===== config.mk =====
export PLATFORM = sky130hd
export DESIGN_NAME = rf_write_arbiter
export DESIGN_NICKNAME = d
export VERILOG_FILES = /design/src/rtl/lca_pkg.sv /design/src/rtl/decode8.sv /design/src/rtl/rf_write_arbiter.sv
export SDC_FILE = /design/constraint.sdc
export NUM_CORES = 1
export LEC_CHECK = 0
export ABC_AREA = 1
export CORE_MARGIN = 10
export CORE_UTILIZATION = 41
export DETAILED_ROUTE_END_ITERATION = 16
export PLACE_DENSITY = 0.91
export SETUP_SLACK_MARGIN = 0.4
export SYNTH_ARGS = -nofsm -noshare
export SYNTH_HDL_FRONTEND = slang
export SYNTH_SLANG_ARGS = --single-unit

===== constraint.sdc =====
create_clock -name clk -period 7.13 [get_ports clk]
set_input_delay 1.0695 -clock clk [delete_from_list [all_inputs] [get_ports clk]]
set_output_delay 1.0695 -clock clk [all_outputs]
set_load 0.02 [all_outputs]

===== src/rtl/lca_pkg.sv =====
// Shared constants, controller state encoding and small helpers for the
// register-file writeback arbiter.
package lca_pkg;

    localparam int NREQ    = 4;
    localparam int DW      = 16;
    localparam int REG_CNT = 8;

    typedef enum logic {
        IDLE  = 1'b0,
        WRITE = 1'b1
    } state_t;

    // One-hot encoding of a 2-bit requester index.
    function automatic logic [3:0] onehot4(input logic [1:0] idx);
        onehot4 = 4'b0001 << idx;
    endfunction

endpackage


===== src/rtl/decode8.sv =====
// 3-to-8 one-hot decoder with enable; drives the register-file write enables.
module decode8
    import lca_pkg::*;
(
    input  logic               en,
    input  logic [2:0]         addr,
    output logic [REG_CNT-1:0] dec
);

    // Decode the register index; all-zero while disabled.
    always_comb begin
        dec = {REG_CNT{1'b0}};
        if (en) begin
            dec[addr] = 1'b1;
        end else begin
            dec = {REG_CNT{1'b0}};
        end
    end

endmodule


===== src/rtl/rf_write_arbiter.sv =====
// Round-robin writeback arbiter: picks one of NREQ requesters per cycle and
// presents its register index/data to the register file one cycle later.
// A requester acked in the current cycle is masked so its stale request is
// not written twice while it updates or drops req_i.
module rf_write_arbiter
    import lca_pkg::*;
#(
    parameter int NREQ = lca_pkg::NREQ,
    parameter int DW   = lca_pkg::DW
) (
    input  logic                clk,
    input  logic                reset_n,
    input  logic [NREQ-1:0]     req_i,
    input  logic [3*NREQ-1:0]   addr_i,
    input  logic [DW*NREQ-1:0]  data_i,
    input  logic                hold_i,
    output logic [NREQ-1:0]     ack_o,
    output logic [REG_CNT-1:0]  rf_we_o,
    output logic [2:0]          rf_addr_o,
    output logic [DW-1:0]       rf_data_o,
    output logic                busy_o
);

    localparam int PW = $clog2(NREQ);

    state_t          state_r;
    logic [PW-1:0]   ptr_r;
    logic [NREQ-1:0] ack_r;
    logic [2:0]      addr_r;
    logic [DW-1:0]   data_r;

    logic [NREQ-1:0] elig_s;
    logic            grant_s;
    logic [PW-1:0]   win_s;
    logic [2:0]      win_addr_s;
    logic [DW-1:0]   win_data_s;

    // Eligible requesters: requesting, register file free, not acked this cycle.
    always_comb begin
        elig_s = {NREQ{1'b0}};
        if (hold_i) begin
            elig_s = {NREQ{1'b0}};
        end else begin
            elig_s = req_i & ~ack_r;
        end
    end

    // Round-robin search from ptr upward; lowest offset from ptr wins.
    always_comb begin
        grant_s = 1'b0;
        win_s   = ptr_r;
        for (int k = NREQ - 1; k >= 0; k--) begin
            if (elig_s[ptr_r + PW'(k)]) begin
                grant_s = 1'b1;
                win_s   = ptr_r + PW'(k);
            end else begin
                grant_s = grant_s;
                win_s   = win_s;
            end
        end
    end

    // Select the winning requester's register index and data.
    always_comb begin
        win_addr_s = 3'd0;
        win_data_s = {DW{1'b0}};
        for (int i = 0; i < NREQ; i++) begin
            if (win_s == PW'(i)) begin
                win_addr_s = addr_i[3*i +: 3];
                win_data_s = data_i[DW*i +: DW];
            end else begin
                win_addr_s = win_addr_s;
                win_data_s = win_data_s;
            end
        end
    end

    // Controller FSM with registered ack, write address/data and pointer.
    always_ff @(posedge clk or negedge reset_n) begin
        if (!reset_n) begin
            state_r <= IDLE;
            ptr_r   <= {PW{1'b0}};
            ack_r   <= {NREQ{1'b0}};
            addr_r  <= 3'd0;
            data_r  <= {DW{1'b0}};
        end else begin
            case (state_r)
                IDLE:    state_r <= grant_s ? WRITE : IDLE;
                WRITE:   state_r <= grant_s ? WRITE : IDLE;
                default: state_r <= IDLE;
            endcase
            if (grant_s) begin
                ack_r  <= onehot4(win_s);
                addr_r <= win_addr_s;
                data_r <= win_data_s;
                ptr_r  <= win_s + PW'(1);
            end else begin
                ack_r  <= {NREQ{1'b0}};
                addr_r <= addr_r;
                data_r <= data_r;
                ptr_r  <= ptr_r;
            end
        end
    end

    decode8 u_decode8 (
        .en   (state_r == WRITE),
        .addr (addr_r),
        .dec  (rf_we_o)
    );

    assign ack_o     = ack_r;
    assign rf_addr_o = addr_r;
    assign rf_data_o = data_r;
    assign busy_o    = |(req_i & ~ack_r);

endmodule


==> impl_results.md, run 1 <==
- Area share of the largest cell type after synthesis: 0.326
- Worst-Skew Late Latency: 270 ps
- Yosys reg bits: 26
- Critical-path cell list: clkdlybuf4s50_1 -> inv_1 -> nand3_1 -> nand2_1 -> nand3_1 -> nand2_1 -> inv_1 -> nand2_1 -> nand2_1 -> nand2_1 -> nand2_1 -> nand2_1 -> inv_1 -> ha_1 -> inv_1 -> nand3_1 -> nand2_1 -> o21ai_0 -> nand2_1 -> o211ai_1 -> o21ai_1
- Clock Sink Count: 26
- Cts repair resizes: 0
- Routability congestion estimate: between 0.8 and 0.9
- Clock Tree Root: clkbuf_8
- Fin. Hold Viols: 0
- Synth area leader: dfrtp_1
- Hold crit path type: reg2reg
- Antenna cells: 0
- DRT Pass-1 Iters: 5
- CORE AREA: 4720 µm²
- Via density: 5.11
- Total negative setup slack: 0 ps
- Post-synthesis sequential area ratio: 0.326
- Gr ovfl total: 0
- Critical Path AT: 4310 ps
- Layout cells sized above 1: 0.0987
- Crit-path max cell delay: ~630 ps
- CTS buffer count: 3
- Wire per inst: 15.8 µm
- Buffers and inverters on the worst path: 5
- Syn_nets: about 370
- Synth area leaders: dfrtp_1 (33%), nand2_1 (14%), o21ai_0 (8.8%), nand3_1 (8.5%), o21ai_2 (6.6%)
- Drt total wl: between 7 and 8 mm
- Crit-path max FO: 20
- # Max-Cap Violations: 0
- CTS tree: done
- Starting Density: 0.422
- Status: finished clean
- Max-slew violations: 0
- H-tree levels: 1
- Register clock-pin slew on the reported worst setup and hold paths: 100 ps
- Commonest cells after routing, fill and taps aside: clkdlybuf4s50_1 (114), nand2_1 (76), o21ai_0 (35)
- Remaining DRCs: 0
- R2R Path Start: ptr_r[0]$_DFFE_PN0N_
- Antenna violations before repair: 0
- Post-route ant nets: 0
- Crit path from: hold_i
- Overall via count from detail_route: 2310
- HPWL Detailed: 5.68 mm
- Synth cell types: 24
- Number of I/O pins: 115
- CTS Hold Bufs: 0
- Clock buffer depth: 2
- Die height: 89.7 µm
- Worst Clk Skew: 1.74 ps
- Setup CP Type: in2reg
- # rows: 25
- Nets@finish: 473
- Number of DRC markers in iteration 0: 71
- Synth Warn #: 0
- Post-Syn Instances: 285
- Global-route wire length before repair: 11.5 mm
- Max-slew headroom: 0.303
- Most common cell after layout, fill and taps aside: clkdlybuf4s50_1
- Synthesized area per cell: between 6 and 7 µm²
- Fmax: 0.240 GHz
- Final period util: 0.583
- CP max-delay cell: ha_1
- Worst EP required: 7290 ps
- Number of port buffers: 114
- # setup viols final: 0
- Total GRT Usage: 0.168
- Hold Startpoint: rf_data_o[5]$_DFFE_PN0N_
- Worst-Margin Slew: 1040 ps
- Pin count of the biggest net entering global routing: 40
- Startpoint types: primary input
- RSZ-0062 raised after global routing: false
- Vias in the first global route: 2368
- Post-Synthesis Cell Area: 1990 µm²
- Area grow syn2layout: 58.1%
- Setup bufs post-CTS: 0
- CP top delay family: buffers and inverters
- Crit path top cell by count: nand2_1
- Min cycle time layout: 4160 ps
- Die area: 8050 µm²
- Die span in x: around 90 µm
- Critical Path Sink Type: register
flip-flops by register name, summed over array words and instances (netlist names):
name       flops
rf_data_o     16
state_r        1
rf_addr_o      3
ack_o          4
ptr_r          2
Yosys cell counts:
library cell / instances
nand2_1: 76
o21ai_0: 35
nand3_1: 34
dfrtp_1: 26
a21oi_1: 19
inv_1: 18
o21ai_2: 15
nor2_1: 12
clkbuf_1: 11
nand2_2: 11
o21ai_1: 5
ha_1: 4
buf_6: 3
o211ai_1: 3
buf_12: 2
buf_2: 2
inv_2: 2
buf_1: 1
inv_6: 1
nand3_2: 1
nand3_4: 1
nand4_1: 1
nor2_4: 1
xor2_2: 1
worst paths after layout:
| check | depth (start not counted) | endpoint | slack (ps) |
|---|---|---|---|
| max reg2reg | 18 | rf_addr_o[1]$_DFFE_PN0N_ | 3690 |
| min in group asynchronous | 2 | rf_data_o[7]$_DFFE_PN0N_ | 1170 |
| min reg2reg | 2 | rf_data_o[5]$_DFFE_PN0N_ | 490 |
| max | 21 | rf_addr_o[1]$_DFFE_PN0N_ | 2970 |
| min | 2 | rf_data_o[5]$_DFFE_PN0N_ | 490 |
| max in group asynchronous | 2 | state_r$_DFF_PN0_ | 5700 |
stage by stage:
stage / std cells / area (µm²) / util / hold slack (ps) / setup WS [ps]
floorplan: 285 / 1990 / - / 568 / 4040
finish: 452 / 3150 / 0.667 / 494 / 2970
CTS: 452 / 3150 / 0.667 / 495 / 3040
detailed placement: 448 / 3100 / 0.656 / 470 / 2750
global route: 452 / 3150 / 0.667 / 512 / 2600
global placement: 448 / 3100 / 0.656 / 464 / 2920
cell type report:
type                            instances  area, µm²
Multi-Input combinational cell        219       1130
Inverter                               21       83.8
Tap cell                               67       83.8
Clock buffer                            4       55.1
Timing Repair Buffer                  115       1150
Sequential cell                        26        651
Fill cell                             383       1570
worst min-delay path, cell delays in order, from the launching register on:
cell and delay, ps:
dfrtp_1 360, nand2_1 60, o21ai_2 50
routing by layer:
metal	part of all wire	up-vias	GRT usage	wire length, µm
met4	0.016	0	0.0499	113
met5	0	-	0	0
met3	0.13	14	0.0798	920
met2	0.44	128	0.272	3170
met1	0.41	1030	0.192	2950
li1	-	1138	-	-
kinds of logic after synthesis:
logic type | after synthesis | synth area share
DFF | 26 | 0.326
and+or+nand+nor | 137 | 0.308
buffers and inverters | 40 | 0.107
AOI/OAI and AO/OA | 77 | 0.225
adders and majority gates | 4 | 0.0251
xor gates and xnor gates | 1 | 0.00816
Power of run 1 is left out: the tool's default activity adds up to more than one toggle a clock period on the data nets, which glitch-free logic cannot reach.
==> inputs of run 2 (changes only) <==
Settings changed: CORE_UTILIZATION 41 to 39, PLACE_DENSITY 0.91 to 0.87.
Clock period 7.13 ns to 4.2 ns, I/O delays scaled along.
==> run 2 against run 1 <==
Compared with the run above: flip-flop and latch count unchanged; worst hold slack got worse by 7.6 ps; utilization decreased by 1.0 points; wire length about the same; non-clock buffer count is 2 higher; sequential share of layout area shrank 0.22 points; critical endpoint is now rf_data_o[7]$_DFFE_PN0N_; largest cell class unchanged; highest routed layer unchanged.
==> impl_results.md, run 2 (synthesis results as in run 1) <==
- Status: finished clean
- Antenna cells: 0
- Area grow syn2layout: 59.8%
- Nets@finish: 475
- Setup bufs post-CTS: 0
- Worst EP required: 4400 ps
- Register clock-pin slew on the reported worst setup and hold paths: 90 ps
- CORE AREA: about 4800 µm²
- Total negative setup slack: 0 ps
- Most common cell after layout, fill and taps aside: clkdlybuf4s50_1
- Antenna violations before repair: 0
- CP max-delay cell: inv_1
- Max-slew headroom: 0.464
- RSZ-0062 raised after global routing: false
- Overall via count from detail_route: around 2200
- Critical Path AT: 3510 ps
- Worst-Margin Slew: ~800 ps
- Die area: 8370 µm²
- Fillers: 419
- Setup CP Type: in2reg
- Gr ovfl total: 0
- Hold Worst Slack: ~490 ps
- # setup viols final: 0
- CTS tree: done
- Number of I/O pins: approximately 120
- Die height: between 90 and 100 µm
- Worst Clk Skew: 4.86 ps
- Global-route wire length before repair: 11.4 mm
- Commonest cells after routing, fill and taps aside: clkdlybuf4s50_1 (114), nand2_1 (76), o21ai_0 (35)
- Clock Tree Root: clkbuf_8
- Max-slew violations: 0
- Crit-path max cell delay: about 500 ps
- CTS Hold Bufs: 0
- Via density: a little under 5
- Clock Sink Count: 26
- HPWL Detailed: 5.67 mm
- Number of DRC markers in iteration 0: 117
- CTS buffer count: 3
- Post-route ant nets: 0
- Routability congestion estimate: 0.796
- Layout cells sized above 1: 0.106
- Crit path top cell by count: nand2_1
- Clock buffer depth: 2
- Total GRT Usage: 0.165
- Startpoint types: primary input
- # Max-Cap Violations: 0
- Min cycle time layout: 3310 ps
- Hold crit path type: reg2reg
- Final period util: 0.789
- Crit-path max FO: 20
- Vias in the first global route: 2258
- Fmax: 0.302 GHz
- # rows: 25
- Number of port buffers: 114
- Largest register FFs: 16
- Remaining DRCs: 0
- Die span in x: 91.5 µm
- Wire per inst: approximately 16 µm
- Drt total wl: 7.14 mm
- Worst-Skew Late Latency: 270 ps
- Critical-path cell list: clkdlybuf4s50_1 -> inv_1 -> nand3_1 -> nand2_1 -> nand3_1 -> nand2_1 -> inv_1 -> nand2_1 -> nand2_1 -> nand2_1 -> nand2_1 -> nand2_1 -> inv_1 -> ha_1 -> inv_1 -> nand3_1 -> nand2_1 -> o21ai_0 -> nand2_1 -> o21ai_0 -> o21ai_2
- DRT Pass-1 Iters: 4
- Critical Path Sink Type: register
- Pin count of the biggest net entering global routing: 40
- H-tree levels: 1
- Fin. Hold Viols: 0
- Starting Density: 0.411
## run 2: worst max-delay path: cells and delay by family
| kind | cells | cell delay, ps |
|---|---|---|
| buffers and inverters | 5 | 1150 |
| and+or+nand+nor | 12 | 1120 |
| AOI/OAI and AO/OA | 3 | 390 |
| adders and majority gates | 1 | 210 |
## run 2: final timing paths
path | start | to | slack [ps] | depth (start not counted)
min in group asynchronous | reset_n | rf_data_o[0]$_DFFE_PN0N_ | 690 | 1
worst min-delay path | rf_data_o[1]$_DFFE_PN0N_ | rf_data_o[1]$_DFFE_PN0N_ | 490 | 2
max in group asynchronous | reset_n | rf_data_o[15]$_DFFE_PN0N_ | 2900 | 2
worst max-delay path | hold_i | rf_data_o[7]$_DFFE_PN0N_ | 890 | 21
worst min register to register | rf_data_o[1]$_DFFE_PN0N_ | rf_data_o[1]$_DFFE_PN0N_ | 490 | 2
worst max register to register | ptr_r[0]$_DFFE_PN0N_ | rf_data_o[7]$_DFFE_PN0N_ | 1130 | 19
## run 2: through the flow
stage	util	setup WS, ps	std cells	area, µm²
after CTS	0.657	584	454	3180
final	0.657	886	454	3190
after global routing	0.657	558	454	3190
after global placement	0.642	493	450	3110
after detailed placement	0.642	303	450	3110
after floorplan	-	1550	285	1990
## run 2: final cells by class
type | count | area [µm²] | share of cell area
Multi-Input combinational cell | 219 | 1130 | 0.355
Clock buffer | 3 | 41.3 | 0.0130
Timing Repair Buffer | 117 | 1160 | 0.365
Sequential cell | 26 | 651 | 0.204
Inverter | 21 | 83.8 | 0.0263
Tap cell | 67 | 83.8 | 0.0263
Clock inverter | 1 | 30.0 | 0.00943
## run 2: repair_timing
action / in CTS / in global routing
resized for setup: 0 / 1
endpoints found under the setup margin: 0 / 19
hold endpoints to repair: 0 / 0
## run 2: routing by layer
metal,wire length (µm),part of all wire,vias to the layer above,GRT usage
li1,-,-,1143,-
met1,3040,0.42,983,0.193
met3,867,0.12,2,0.0831
met4,26,0.0036,0,0.0248
met2,3220,0.45,120,0.267
met5,0,0,-,0
Power of run 2 is left out for the same reason.
